**src/rtl/ncpu32k_bpu_wb.sv**
```systemverilog
// Branch-outcome feedback: tracks predicted relative jumps in order and trains the predictor on resolve.
// Latency: writeback strobe and mispredict flush appear 1 cycle after the resolve handshake.
// Backpressure: push_ready drops when full or flushing; res_ready drops when empty or flushing.
`ifndef NCPU_AW
`define NCPU_AW 32
`endif

module ncpu32k_bpu_wb #(
  parameter int DEPTH_LOG2 = 2
) (
  input  logic                    clk,
  input  logic                    rst_n,
  input  logic                    push_valid,
  output logic                    push_ready,
  input  logic [`NCPU_AW-3:0]     push_insn_pc,
  input  logic                    push_taken,
  input  logic [`NCPU_AW-3:0]     push_tgt,
  input  logic                    res_valid,
  output logic                    res_ready,
  input  logic                    res_taken,
  input  logic [`NCPU_AW-3:0]     res_tgt,
  output logic                    flush,
  output logic [`NCPU_AW-3:0]     flush_tgt,
  output logic                    bpu_wb,
  output logic                    bpu_wb_jmprel,
  output logic [`NCPU_AW-3:0]     bpu_wb_insn_pc,
  output logic                    bpu_wb_hit,
  output logic [DEPTH_LOG2:0]     count
);

  localparam int AW    = `NCPU_AW - 2;
  localparam int DEPTH = 1 << DEPTH_LOG2;
  localparam int PW    = DEPTH_LOG2 + 1;

  // Entry storage; no reset needed since pointers gate every read.
  logic [AW-1:0] pc_mem    [DEPTH];
  logic          taken_mem [DEPTH];
  logic [AW-1:0] tgt_mem   [DEPTH];

  logic [PW-1:0] wptr_q, wptr_d, rptr_q, rptr_d;
  logic          flush_q, flush_d;
  logic [AW-1:0] flush_tgt_q, flush_tgt_d;
  logic          wb_q, wb_d;
  logic [AW-1:0] wb_pc_q, wb_pc_d;
  logic          wb_hit_q, wb_hit_d;

  logic          empty, full, push_fire, res_fire, hit, mispredict;
  logic [DEPTH_LOG2-1:0] widx, ridx;
  logic [AW-1:0] head_pc, head_tgt, head_pc_inc;
  logic          head_taken;

  assign widx  = wptr_q[DEPTH_LOG2-1:0];
  assign ridx  = rptr_q[DEPTH_LOG2-1:0];
  assign empty = (wptr_q == rptr_q);
  // Same slot with differing wrap bit means every slot is occupied.
  assign full  = (wptr_q[PW-1] != rptr_q[PW-1]) && (widx == ridx);

  assign push_ready = !full && !flush_q;
  assign res_ready  = !empty && !flush_q;
  assign push_fire  = push_valid && push_ready;
  assign res_fire   = res_valid && res_ready;

  assign head_pc     = pc_mem[ridx];
  assign head_taken  = taken_mem[ridx];
  assign head_tgt    = tgt_mem[ridx];
  assign head_pc_inc = head_pc + {{(AW-1){1'b0}}, 1'b1};

  // A not-taken branch has no meaningful target, so only direction matters then.
  assign hit        = (res_taken == head_taken) && (!res_taken || (res_tgt == head_tgt));
  assign mispredict = res_fire && !hit;

  assign count          = wptr_q - rptr_q;
  assign flush          = flush_q;
  assign flush_tgt      = flush_tgt_q;
  assign bpu_wb         = wb_q;
  assign bpu_wb_jmprel  = wb_q;
  assign bpu_wb_insn_pc = wb_pc_q;
  assign bpu_wb_hit     = wb_hit_q;

  // Write the new prediction record at the tail.
  always_ff @(posedge clk) begin
    if (push_fire) begin
      pc_mem[widx]    <= push_insn_pc;
      taken_mem[widx] <= push_taken;
      tgt_mem[widx]   <= push_tgt;
    end
  end

  // Next-state: pointer movement, writeback capture and mispredict recovery.
  always_comb begin
    wptr_d      = wptr_q + {{(PW-1){1'b0}}, push_fire};
    rptr_d      = rptr_q + {{(PW-1){1'b0}}, res_fire};
    flush_d     = mispredict;
    flush_tgt_d = flush_tgt_q;
    wb_d        = res_fire;
    wb_pc_d     = wb_pc_q;
    wb_hit_d    = wb_hit_q;
    if (res_fire) begin
      wb_pc_d  = head_pc;
      wb_hit_d = hit;
    end
    if (mispredict) begin
      // Everything younger is wrong-path, including a same-cycle push.
      wptr_d      = '0;
      rptr_d      = '0;
      flush_tgt_d = res_taken ? res_tgt : head_pc_inc;
    end
  end

  // State registers.
  always_ff @(posedge clk or negedge rst_n) begin
    if (!rst_n) begin
      wptr_q      <= '0;
      rptr_q      <= '0;
      flush_q     <= 1'b0;
      flush_tgt_q <= '0;
      wb_q        <= 1'b0;
      wb_pc_q     <= '0;
      wb_hit_q    <= 1'b0;
    end else begin
      wptr_q      <= wptr_d;
      rptr_q      <= rptr_d;
      flush_q     <= flush_d;
      flush_tgt_q <= flush_tgt_d;
      wb_q        <= wb_d;
      wb_pc_q     <= wb_pc_d;
      wb_hit_q    <= wb_hit_d;
    end
  end

endmodule

```
**config.mk**
```make
export PLATFORM = sky130hd
export DESIGN_NAME = ncpu32k_bpu_wb
export DESIGN_NICKNAME = d
export VERILOG_FILES = /design/src/rtl/ncpu32k_bpu_wb.sv
export SDC_FILE = /design/constraint.sdc
export NUM_CORES = 1
export LEC_CHECK = 0
export ABC_AREA = 1
export CAP_MARGIN = 5
export CORE_UTILIZATION = 58
export CTS_BUF_LIST = sky130_fd_sc_hd__clkbuf_8
export DETAILED_ROUTE_END_ITERATION = 8
export PLACE_DENSITY_LB_ADDON = 0.25
export SETUP_SLACK_MARGIN = 0.15
export SLEW_MARGIN = 0
export SYNTH_ARGS = -nofsm -noshare
export SYNTH_HDL_FRONTEND = slang
export SYNTH_SLANG_ARGS = --single-unit
```
**constraint.sdc**
```tcl
create_clock -name clk -period 8.09 [get_ports clk]
set_input_delay 1.2135 -clock clk [delete_from_list [all_inputs] [get_ports clk]]
set_output_delay 1.2135 -clock clk [all_outputs]
set_load 0.005 [all_outputs]
```
==> flow_summary_export.csv <==
group,metric,value,unit
detailed_routing,routed-via-count,11235,
logic_synthesis,synth-edff-count,244,
logic_synthesis,netlist_top_cells_count,"692 x sky130_fd_sc_hd__nand2_1, 244 x sky130_fd_sc_hd__edfxtp_1, 177 x sky130_fd_sc_hd__nand3_1",
clocking,worst_skew_pair.late_latency,0.59,ns
setup_path,maximum_fanout_count_along_the_critical_path,78,
sta,report.final.setup_viol,0,
logic_synthesis,postSynthAreaPerCell,9.51,um2
clocking,clock_sinks,313,
sta,slew_headroom,0.331,
grt,global_route.usage.met2,0.492,
grt,antenna_found_initial,0,
floorplanning,die_span_x,159,um
sta,final.period_utilization,0.541,
grt,grt_max_degree,79,
pwr,internal_power,3680,uW
clocking,post_cts_resize_count,0,
detailed_routing,finalWirelength,37700,um
worst_hold_path,min_path_type,"reg2reg",
sta,rsz_0062_raised_after_global_routing,"false",
detailed_routing,via_per_inst,5.51,
logic_synthesis,synth-seq-area-share,0.631,
floorplanning,die_height,159,um
logic_synthesis,yosysUniqueCellTypes,36,
pwr,netSwitchingPower,2460,uW
grt,use_met3,0.0552,
sta,fin_worst_hold_slack,0.485,ns
logic_synthesis,netlist_instances,1508,
detailed_routing,drt_pass1_iterations,6,
pwr,power.static_leakage,0.00715,uW
layout,layout-drive-gt1-share,0.0618,
sta,period_needed,4.38,ns
logic_synthesis,ys.warnings.count,0,
pwr,relative_contribution_of_sequential_cells_to_total_power,0.393,
place,place.port_buffers,164,
pwr,vdd.ir_drop.worst,0.240,mV
sta,finalClockSkew,0.0270,ns
logic_synthesis,mappedNetlistArea,14300,um2
setup_path,worstSetupPathType,"reg2reg",
grt,grt_overflow,0,
logic_synthesis,syn_nets,1612,
clocking,clk_transition_reported_paths,0.06,ns
place,dp_hpwl,25400,um
logic_synthesis,synth-async-reset-ratio,0.220,
logic_synthesis,flip_flop_cell_with_the_highest_count_after_synthesis,"sky130_fd_sc_hd__edfxtp_1",
pwr,p_sw_frac,0.400,
flow_run,cap_violations,0,
pwr,p_clk_frac,0.202,
layout,fin_util,0.698,
place,globalplace.congestion,0.918,
detailed_routing,drt-initial-drc-count,1012,
grt,vias_in_the_first_global_route,10876,
floorplanning,floorplan_die_area,25400,um2
logic_synthesis,netlist_top_cells_area,"sky130_fd_sc_hd__edfxtp_1 51%, sky130_fd_sc_hd__nand2_1 18%, sky130_fd_sc_hd__dfrtp_1 12%, sky130_fd_sc_hd__nand3_1 6.2%, sky130_fd_sc_hd__nor2_1 2.1%",
sta,hold_viol,0,
clocking,clock_tree_root_driver_cell,"sky130_fd_sc_hd__clkbuf_8",
setup_path,cp_required,8.60,ns
layout,insertedDiodeCount,0,
floorplanning,core_area,24300,um2
sta,setup-tns-final,0,ns
clocking,cts_inserted_buffers,50,
setup_path,timing.critical_path.to_type,"flop",
logic_synthesis,portion_of_synthesized_cell_area_occupied_by_the_leading_cell_type,0.511,
outcome,result_of_the_run,"complete, no violations",
floorplanning,initial_core_util,0.590,
clocking,cts_max_path_buffers,3,
clocking,ctsHtreeMaxLevel,2,
clocking,post_cts_hold_buffer_count,0,
grt,grt_util_met1,0.417,
clocking,cts_tree,"yes",
layout,synthToLayoutAreaGrowth,18.4,%
setup_path,worst_setup_path_start_kind,"flop",
logic_synthesis,synth.largest_area_cell,"sky130_fd_sc_hd__edfxtp_1",
clocking,post_cts_setup_buffers,0,
logic_synthesis,yosysMostFrequentCell,"sky130_fd_sc_hd__nand2_1",
detailed_routing,detail_route.drc_violations,0,
floorplanning,floorplan.rows,57,
floorplanning,floorplan.io_pins,165,
grt,grt_pass1_wl,58900,um
layout,fin_nets,1778,
logic_synthesis,ys_ff_latch,313,
grt,global_route.usage.total,0.305,
sta,worst-slew-pin-transition,1.00,ns
detailed_routing,antenna_left,0,
detailed_routing,avgRoutedWirePerCell,18.5,um
sta,timing.final.max_slew_violations,0,
pwr,pwr_density_cell,361,nW/um2
grt,globalRoute.busiestLayer,"met2",
setup_path,worst-endpoint-arrival,4.88,ns
sta,max_freq,229,MHz
pwr,combinationalPowerShare,0.405,
## stage by stage
step                      instance area [um2]  total power [uW]  instances  setup WS, ns
final                                   17000              6130       2040          3.71
after global routing                    17000              6540       2040          3.33
after CTS                               17000              6140       2040          3.82
after detailed placement                16100              4900       1946          3.82
after global placement                  16100              4830       1946          4.00
after floorplan                         14300              3980       1508          1.78
## sequential cells by signal, indices dropped and copies added (netlist names)
register        flops
bpu_wb              1
bpu_wb_hit          1
bpu_wb_insn_pc     30
flush               1
flush_tgt          30
pc_mem            120
rptr_q              3
taken_mem           4
tgt_mem           120
wptr_q              3
## power groups by stage
stage          clock [uW]  sequential (uW)  combinational [uW]
4_1_cts              1260             2400                2480
5_1_grt              1330             2440                2760
3_5_place_dp            0             2430                2470
3_3_place_gp            0             2420                2400
6_report             1240             2410                2480
2_1_floorplan           0             2370                1610
## layout by cell type (no fill, tap or decap), drive strengths merged, types with 7 or more instances in the layout
cell type,count
clkdlybuf4s50,163
buf,13
nand3,178
clkinv,13
nor3,8
nand3b,18
inv,86
ha,7
nor2,91
edfxtp,244
clkbuf,53
nand2,694
o21ai,50
dfrtp,69
## worst paths after layout
check	startpoint	endpoint	slack, ns	depth (start not counted)
max in group asynchronous	rst_n	rptr_q[0]	6.64	1
worst max register to register	rptr_q[0]	flush_tgt[7]	3.71	13
min in group asynchronous	rst_n	bpu_wb_insn_pc[12]	0.76	1
worst max-delay path	rptr_q[0]	flush_tgt[7]	3.71	13
worst min-delay path	bpu_wb_insn_pc[26]	bpu_wb_insn_pc[26]	0.49	2
worst min register to register	bpu_wb_insn_pc[26]	bpu_wb_insn_pc[26]	0.49	2
## critical path, cell delays in order (launching register included)
cell	delay, ns
sky130_fd_sc_hd__dfrtp_4	0.83
sky130_fd_sc_hd__clkinv_2	0.74
sky130_fd_sc_hd__buf_4	0.63
sky130_fd_sc_hd__nand2_1	0.16
sky130_fd_sc_hd__nand3_1	0.10
sky130_fd_sc_hd__nand3b_1	0.18
sky130_fd_sc_hd__nand2_1	0.08
sky130_fd_sc_hd__nor2_1	0.10
sky130_fd_sc_hd__nand2_1	0.05
sky130_fd_sc_hd__nor2_1	0.25
sky130_fd_sc_hd__nand2_1	0.19
sky130_fd_sc_hd__o21bai_4	0.67
sky130_fd_sc_hd__nand2_1	0.14
sky130_fd_sc_hd__o21ai_1	0.12
## cell families after synthesis
kind of cell / Yosys count / share of synthesized area
xor+xnor: 4 / 0.00244
simple gates: 998 / 0.287
compound gates: 62 / 0.0239
fa+ha+maj: 8 / 0.00750
buf+inv: 123 / 0.0475
flops: 313 / 0.631
## per-layer routing
layer | vias up | wire length (um)
met3 | 79 | 2900
met4 | 0 | 1150
met1 | 5295 | 15700
li1 | 5341 | -
met2 | 520 | 17900
met5 | - | 0
## cell type report
type                       count  area, um2
sequential                   313       9060
fill                        1855       7340
multi-input combinational   1072       4630
timing repair buffer         176       1730
clock buffer                  53        729
tap                          324        405
inverter                      61        230
clock inverter                41        199
Power figures use the tool's default switching activity.
